`src/rtl/board_io_ctrl.sv`:
```
// Board I/O controller: debounced dip-switches plus per-LED off/on/blink/activity drive.
// Define BOARD_IO_CTRL_LED_ACTIVE_LOW_EN to invert the led outputs (reset value all ones).
module board_io_ctrl #(
    parameter int NUM_SW      = 8,
    parameter int NUM_LED     = 16,
    parameter int DB_CYCLES   = 50000,
    parameter int BLINK_DIV_W = 24,
    parameter int STRETCH     = 1000000
) (
    input  logic                       sys0_clk,
    input  logic                       sys0_rst,
    input  logic [NUM_SW-1:0]          usr_sw,
    output logic [NUM_SW-1:0]          sw_q,
    output logic                       sw_chg,
    input  logic                       led_wr,
    input  logic [$clog2(NUM_LED)-1:0] led_idx,
    input  logic [1:0]                 led_mode,
    input  logic [NUM_LED-1:0]         led_act,
    output logic [NUM_LED-1:0]         led
);

    localparam int DB_W = $clog2(DB_CYCLES + 1);
    localparam int ST_W = $clog2(STRETCH + 1);
    localparam logic [DB_W-1:0] DB_LAST   = DB_W'(DB_CYCLES - 1);
    localparam logic [ST_W-1:0] ST_RELOAD = ST_W'(STRETCH);

`ifdef BOARD_IO_CTRL_LED_ACTIVE_LOW_EN
    localparam logic LED_INV = 1'b1;
`else
    localparam logic LED_INV = 1'b0;
`endif

    logic [NUM_SW-1:0]      sync_a;
    logic [NUM_SW-1:0]      sync_b;
    logic [DB_W-1:0]        db_cnt [NUM_SW];
    logic [NUM_SW-1:0]      sw_accept;
    logic [1:0]             mode_reg [NUM_LED];
    logic [31:0]            idx_ext;
    logic [BLINK_DIV_W-1:0] blink_cnt;
    logic [ST_W-1:0]        st_cnt [NUM_LED];
    logic [NUM_LED-1:0]     led_lvl;

    always_ff @(posedge sys0_clk or posedge sys0_rst) begin
        if (sys0_rst) begin
            sync_a <= '0;
            sync_b <= '0;
        end else begin
            sync_a <= usr_sw;
            sync_b <= sync_a;
        end
    end

    // A bit is accepted on the edge where its run of differing cycles would reach DB_CYCLES.
    always_comb begin
        sw_accept = '0;
        for (int i = 0; i < NUM_SW; i++) begin
            sw_accept[i] = (sync_b[i] != sw_q[i]) && (db_cnt[i] == DB_LAST);
        end
    end

    always_ff @(posedge sys0_clk or posedge sys0_rst) begin
        if (sys0_rst) begin
            sw_q   <= '0;
            sw_chg <= 1'b0;
            for (int i = 0; i < NUM_SW; i++) begin
                db_cnt[i] <= '0;
            end
        end else begin
            sw_q   <= sw_q ^ sw_accept;
            sw_chg <= |sw_accept;
            for (int i = 0; i < NUM_SW; i++) begin
                if ((sync_b[i] == sw_q[i]) || sw_accept[i]) begin
                    db_cnt[i] <= '0;
                end else begin
                    db_cnt[i] <= db_cnt[i] + 1'b1;
                end
            end
        end
    end

    // Widened so the range check stays meaningful when NUM_LED is not a power of two.
    assign idx_ext = 32'(led_idx);

    always_ff @(posedge sys0_clk or posedge sys0_rst) begin
        if (sys0_rst) begin
            for (int i = 0; i < NUM_LED; i++) begin
                mode_reg[i] <= 2'b00;
            end
        end else if (led_wr && (idx_ext < 32'(NUM_LED))) begin
            mode_reg[led_idx] <= led_mode;
        end
    end

    always_ff @(posedge sys0_clk or posedge sys0_rst) begin
        if (sys0_rst) begin
            blink_cnt <= '0;
        end else begin
            blink_cnt <= blink_cnt + 1'b1;
        end
    end

    // Stretch counters run in every mode so a later switch to activity mode sees them.
    always_ff @(posedge sys0_clk or posedge sys0_rst) begin
        if (sys0_rst) begin
            for (int i = 0; i < NUM_LED; i++) begin
                st_cnt[i] <= '0;
            end
        end else begin
            for (int i = 0; i < NUM_LED; i++) begin
                if (led_act[i]) begin
                    st_cnt[i] <= ST_RELOAD;
                end else if (st_cnt[i] != '0) begin
                    st_cnt[i] <= st_cnt[i] - 1'b1;
                end
            end
        end
    end

    always_comb begin
        led_lvl = '0;
        for (int i = 0; i < NUM_LED; i++) begin
            case (mode_reg[i])
                2'b00:   led_lvl[i] = 1'b0;
                2'b01:   led_lvl[i] = 1'b1;
                2'b10:   led_lvl[i] = blink_cnt[BLINK_DIV_W-1];
                default: led_lvl[i] = (st_cnt[i] != '0);
            endcase
        end
    end

    always_ff @(posedge sys0_clk or posedge sys0_rst) begin
        if (sys0_rst) begin
            led <= {NUM_LED{LED_INV}};
        end else begin
            led <= led_lvl ^ {NUM_LED{LED_INV}};
        end
    end

endmodule
```
`config.mk`:
```
export PLATFORM = sky130hd
export DESIGN_NAME = board_io_ctrl
export DESIGN_NICKNAME = d
export VERILOG_FILES = /design/src/rtl/board_io_ctrl.sv
export SDC_FILE = /design/constraint.sdc
export NUM_CORES = 1
export LEC_CHECK = 0
export CAP_MARGIN = 20
export CORE_MARGIN = 2
export CORE_UTILIZATION = 60
export DETAILED_ROUTE_END_ITERATION = 10
export DONT_BUFFER_PORTS = 1
export GPL_TIMING_DRIVEN = 0
export HOLD_SLACK_MARGIN = 0.05
export PLACE_DENSITY = 0.76
export SLEW_MARGIN = 15
export SYNTH_ARGS = -nofsm -noshare
export SYNTH_HDL_FRONTEND = slang
export SYNTH_SLANG_ARGS = --single-unit
```
`constraint.sdc`:
```
create_clock -name sys0_clk -period 41 [get_ports sys0_clk]
set_input_delay 8.2 -clock sys0_clk [delete_from_list [all_inputs] [get_ports sys0_clk]]
set_output_delay 8.2 -clock sys0_clk [all_outputs]
set_load 0.01 [all_outputs]
```
==> results of run 1 <==
## synth_stat cells (20+ instances only)
library cell,number,area [µm²]
ha_1,27,337.8
nor2_1,429,1610
xnor2_1,142,1244
or4_1,43,322.8
clkbuf_1,65,244.0
nor4b_1,26,227.7
o21ai_0,69,345.3
or3_1,49,306.5
and3_1,37,231.5
nand2b_1,64,400.4
nand4_1,57,356.6
a21oi_1,88,440.4
and4_1,21,183.9
xor2_1,177,1550
nand2_1,135,506.7
a211oi_1,27,202.7
nor2b_1,34,212.7
mux2i_1,20,200.2
nor3_1,91,455.4
nor4_1,71,444.2
nand3_1,103,515.5
inv_1,66,247.7
dfrtp_1,545,13640
o211ai_1,20,150.1
mux2_2,45,506.7
nand3b_1,27,202.7
## final cells by class
class | instances | area, µm²
fill | 3433 | 14380
multi-input combinational | 1997 | 12620
inverter | 66 | 255.2
timing repair buffer | 6 | 165.2
sequential | 545 | 13640
clock inverter | 28 | 380.4
clock buffer | 79 | 1672
buffer | 72 | 280.3
tap | 592 | 740.7
## worst reg2reg max path: stages (launching register included)
cell and delay (ns):
dfrtp_1 0.41, inv_1 0.11, ha_1 0.34, or4b_2 0.65
or3_1 0.32, buf_2 0.18, nor4_1 0.39, mux2i_1 0.24
nand2b_1 0.07
## metrics by stage
stage                     hold WS (ns)  cells  power [W]
final                           0.3470   3385   0.001314
after global routing            0.3586   3385   0.001373
after CTS                       0.3478   3385   0.001326
after detailed placement        0.3347   3278  0.0007636
after global placement          0.3374   3272  0.0007534
after floorplan                 0.3312   2680  0.0007257
## kinds of logic (layout without fill, tap and decap cells)
logic type | Yosys count | after routing | share of synthesized area, %
xor+xnor | 319 | 319 | 10.43
buf+inv | 138 | 251 | 1.971
fa+ha+maj | 27 | 27 | 1.261
simple gates | 1278 | 1278 | 25.30
mux | 65 | 65 | 2.639
compound gates | 308 | 308 | 7.479
flops | 545 | 545 | 50.92
## path summary, 6_finish.rpt
path,start,endpoint,slack [ns],cells after the start
min in group asynchronous,sys0_rst,st_cnt[256],7.42,1
worst min-delay path,sync_a[7],sync_b[7],0.35,0
max in group asynchronous,sys0_rst,st_cnt[119],31.78,5
worst max-delay path,led[3],led[3],31.72,0
worst max register to register,st_cnt[200],st_cnt[216],38.18,8
worst min register to register,sync_a[7],sync_b[7],0.35,0
## power by group through the flow
stage | sequential [W] | combinational, W | clock (W)
floorplan | 0.000616 | 0.000110 | 0
global placement | 0.000624 | 0.000130 | 0
detailed placement | 0.000626 | 0.000138 | 0
CTS | 0.000617 | 0.000139 | 0.000570
global route | 0.000623 | 0.000158 | 0.000592
finish | 0.000618 | 0.000138 | 0.000558
## metal layers
metal,vias up,wire (µm)
met4,2,1255
li1,9599,-
met3,87,2112
met2,344,26150
met5,-,11
met1,9868,24600
==> impl_metrics.env, run 1 <==
export IMPL_worstSkewPairLatency_ns=0.61
export IMPL_post_route_period_util_pct=22.62
export IMPL_place_ws_ns=31.03
export IMPL_grt_busiest_layer="met2"
export IMPL_dieHeight_um=215.3
export IMPL_hold_buffers=0
export IMPL_synth_cell_types=72
export IMPL_grt_pass1_wl_um=94850
export IMPL_maxSlewHeadroom_pct=27.29
export IMPL_wirelength_um=54140
export IMPL_crit_required_ns=32.80
export IMPL_p_int_w=0.0009765
export IMPL_dr_total_vias=19900
export IMPL_cts_max_path_buffers=3
export IMPL_finalSetupViolCount=0
export IMPL_cts_buffers=57
export IMPL_vias_per_cell=5.879
export IMPL_synth_edff_count=0
export IMPL_swShare_pct=25.67
export IMPL_cts_max_level=2
export IMPL_seqPwrFrac_pct=47.0
export IMPL_power_density_nw_per_um2=44.16
export IMPL_startpoint_type="register"
export IMPL_largest_reg_flops=320
export IMPL_maxSlewViolCount=0
export IMPL_drive_above_1_share_pct=7.376
export IMPL_path_class="register to primary output"
export IMPL_worst_slew_pin_transition_ns=1.081
export IMPL_hold_violations=0
export IMPL_crit_fanout=1
export IMPL_grt_max_degree=121
export IMPL_clockPowerShare_pct=42.5
export IMPL_ys_seq_area_share_pct=50.92
export IMPL_layout_common_cells="dfrtp_1, nor2_1, xor2_1"
export IMPL_cp_arrival_ns=1.08
export IMPL_root_buffer="clkbuf_16"
export IMPL_layout_commonest_cell="dfrtp_1"
export IMPL_cts_sinks=545
export IMPL_grt_overflow=0
export IMPL_placed_area_um2=27700
export IMPL_design_area_um2=29750
export IMPL_antenna_found_initial=2
export IMPL_remaining_drc_errors=0
export IMPL_cts_resized=0
export IMPL_numPortBuffers=0
export IMPL_async_flop_share_pct=100.0
export IMPL_synth_area_um2=26780
export IMPL_p_leak_nw=11.98
export IMPL_synth_top_flop_cell="dfrtp_1"
export IMPL_start_util_pct=60.70
export IMPL_ys_ff_latch=545
export IMPL_antenna_cells=0
export IMPL_antenna_left=0
export IMPL_met3_usage_pct=3.850
export IMPL_core_um2=44120
export IMPL_drt_iter0_drc=1478
export IMPL_cts_tree="built"
export IMPL_fmax_mhz=107.8
export IMPL_wire_per_inst_um=15.99
export IMPL_post_cts_buffers=0
export IMPL_pwr_share_comb_pct=10.5
export IMPL_grt_pass1_vias=20040
export IMPL_finClkSkew_ns=0.01142
export IMPL_hold_class="register to register"
export IMPL_yosys_warnings=0
export IMPL_place_gp_congestion=0.8516
export IMPL_clk_pin_slew_worst_paths_ns=0.06
export IMPL_postLayoutCoreUtil_pct=67.42
export IMPL_rsz0062_at_grt="false"
export IMPL_netlist_instances=2680
export IMPL_cp_end_kind="primary output"
export IMPL_cap_violations=0
export IMPL_grt_use_met2_pct=39.69
export IMPL_synth_nets=2740
export IMPL_fin_setup_tns_ns=0
export IMPL_peakVddDrop_v=0.00003343
export IMPL_area_growth_pct=11.07
export IMPL_ioPinCount=58
export IMPL_dieWidth_um=215.3
export IMPL_period_minus_slack_ns=9.276
export IMPL_grt_util_met1_pct=32.59
export IMPL_switching_power_w=0.0003373
export IMPL_dieArea_um2=46350
export IMPL_grt_use_total_pct=23.92
export IMPL_setup_ws_ns=31.72
export IMPL_rows=77
export IMPL_postSynthAreaPerCell_um2=9.994
export IMPL_status="completed"
export IMPL_firstDrtPassIters=5
export IMPL_dp_hpwl_um=36180
export IMPL_nNetsFinal=2805
Note: power is estimated with default switching activity, not from simulation.
==> run 2: changes to the inputs <==
==> constraint.sdc (replaced) <==
create_clock -name sys0_clk -period 8.7 [get_ports sys0_clk]
set_input_delay 1.74 -clock sys0_clk [delete_from_list [all_inputs] [get_ports sys0_clk]]
set_output_delay 1.74 -clock sys0_clk [all_outputs]
set_load 0.01 [all_outputs]
==> run 2 against run 1 <==
  * Worst setup slack got worse by 26 ns
  * Design area rose by 0.16%
  * Clock skew up 0.0065 ns
  * Critical path depth stayed put
  * Cell count about the same
  * Clock power rose to 4.5 times the previous value
  * Clock-buffer cell count shrank 3
  * Critical endpoint is now sw_q[3]
  * Highest routed layer is now met4
==> impl_metrics.env, run 2 (same netlist as run 1, synthesis figures left out) <==
export IMPL_status="completed"
export IMPL_place_gp_congestion=0.8505
export IMPL_layout_commonest_cell="dfrtp_1"
export IMPL_grt_use_total_pct=23.67
export IMPL_post_route_period_util_pct=32.27
export IMPL_antenna_found_initial=0
export IMPL_numPortBuffers=0
export IMPL_cp_arrival_ns=1.07
export IMPL_fill_cells=3475
export IMPL_period_minus_slack_ns=2.808
export IMPL_cts_max_level=2
export IMPL_finClkSkew_ns=0.01791
export IMPL_layout_common_cells="dfrtp_1, nor2_1, xor2_1"
export IMPL_firstDrtPassIters=8
export IMPL_grt_overflow=0
export IMPL_dp_cells=3288
export IMPL_cts_sinks=545
export IMPL_crit_required_ns=6.96
export IMPL_multi_input_area_um2=12620
export IMPL_dieArea_um2=46350
export IMPL_clk_pin_slew_worst_paths_ns=0.06
export IMPL_worst_slew_pin_transition_ns=0.9996
export IMPL_remaining_drc_errors=0
export IMPL_start_util_pct=60.70
export IMPL_cap_violations=0
export IMPL_power_density_nw_per_um2=204.0
export IMPL_ff_latch_area_um2=13640
export IMPL_cts_buffers=55
export IMPL_fin_cells=3386
export IMPL_antenna_left=0
export IMPL_crit_fanout=4
export IMPL_worstSkewPairLatency_ns=0.61
export IMPL_root_buffer="clkbuf_16"
export IMPL_postLayoutCoreUtil_pct=67.53
export IMPL_hold_violations=0
export IMPL_wire_per_inst_um=15.86
export IMPL_vias_per_cell=5.860
export IMPL_maxSlewViolCount=0
export IMPL_peakVddDrop_v=0.0001597
export IMPL_hold_class="register to register"
export IMPL_p_leak_nw=11.99
export IMPL_ioPinCount=58
export IMPL_grt_max_degree=39
export IMPL_maxSlewHeadroom_pct=32.75
export IMPL_cts_resized=0
export IMPL_finalSetupViolCount=0
export IMPL_wirelength_um=53690
export IMPL_dieHeight_um=215.3
export IMPL_largest_reg_flops=320
export IMPL_dr_total_vias=19840
export IMPL_dieWidth_um=215.3
export IMPL_grt_pass1_wl_um=93560
export IMPL_post_cts_buffers=0
export IMPL_cts_max_path_buffers=3
export IMPL_antenna_cells=0
export IMPL_cts_tree="built"
export IMPL_path_class="register to primary output"
export IMPL_drive_above_1_share_pct=7.516
export IMPL_cp_end_kind="primary output"
export IMPL_fin_setup_tns_ns=0
export IMPL_area_growth_pct=11.25
export IMPL_hold_buffers=0
export IMPL_rsz0062_at_grt="false"
export IMPL_fmax_mhz=356.2
export IMPL_core_um2=44120
export IMPL_dp_hpwl_um=36330
export IMPL_nNetsFinal=2813
export IMPL_drt_iter0_drc=1557
export IMPL_total_power_w=0.006078
export IMPL_grt_pass1_vias=19750
export IMPL_rows=77
export IMPL_startpoint_type="register"
[run 2: cell count changes in the layout (fill, tap and decap cells not counted)]
cell / before / now
clkbuf_1: 73 / 70
bufinv_16: 9 / 7
buf_16: 6 / 1
clkinv_4: 1 / 2
inv_8: 1 / 0
clkinv_2: 14 / 9
clkinvlp_4: 3 / 5
clkbuf_8: 12 / 14
clkbuf_16: 59 / 57
buf_12: 0 / 15
inv_6: 1 / 0
[run 2: worst paths after layout]
kind,startpoint,to,slack [ns],cells after the start
worst max-delay path,register,sw_q[3],5.89,0
worst min-delay path,sync_a[4],sync_b[4],0.35,0
worst max register to register,st_cnt[200],st_cnt[216],5.93,8
worst min register to register,sync_a[4],sync_b[4],0.35,0
max in group asynchronous,sys0_rst,st_cnt[203],5.93,7
min in group asynchronous,sys0_rst,st_cnt[176],1.07,1
[run 2: cell type report]
type	count	area share, %
flip-flops and latches	545	45.77
plain buffers	72	0.9406
multi-input cells	1997	42.35
repair buffers	16	1.100
inverters	66	0.8440
clock buffers	76	5.497
clock inverters	22	1.016
well taps	592	2.486
[run 2: where the power goes]
part,leakage (nW),total (W),internal (W),switching (W)
Clock,0.952,0.00251,0.00152,0.000995
Sequential,6.79,0.00291,0.00272,0.000193
Combinational,4.25,0.000657,0.000286,0.000371
Total,12.0,0.00608,0.00452,0.00156
[run 2: metrics by stage]
step,worst slack [ns],hold WS [ns],area (µm²)
2_1_floorplan,-0.4539,0.3312,26790
3_3_place_gp,-3.093,0.3320,27530
3_5_place_dp,5.217,0.3355,27860
4_1_cts,5.851,0.3495,29800
5_1_grt,5.678,0.3501,29800
6_report,5.892,0.3479,29800
[run 2: layer usage]
metal | GRT usage [%] | vias to the layer above | wire [µm]
met3 | 3.921 | 67 | 2261
met4 | 7.011 | 0 | 1035
met5 | 0 | - | 0
li1 | - | 9614 | -
met1 | 32.17 | 9816 | 24360
met2 | 39.33 | 344 | 26020
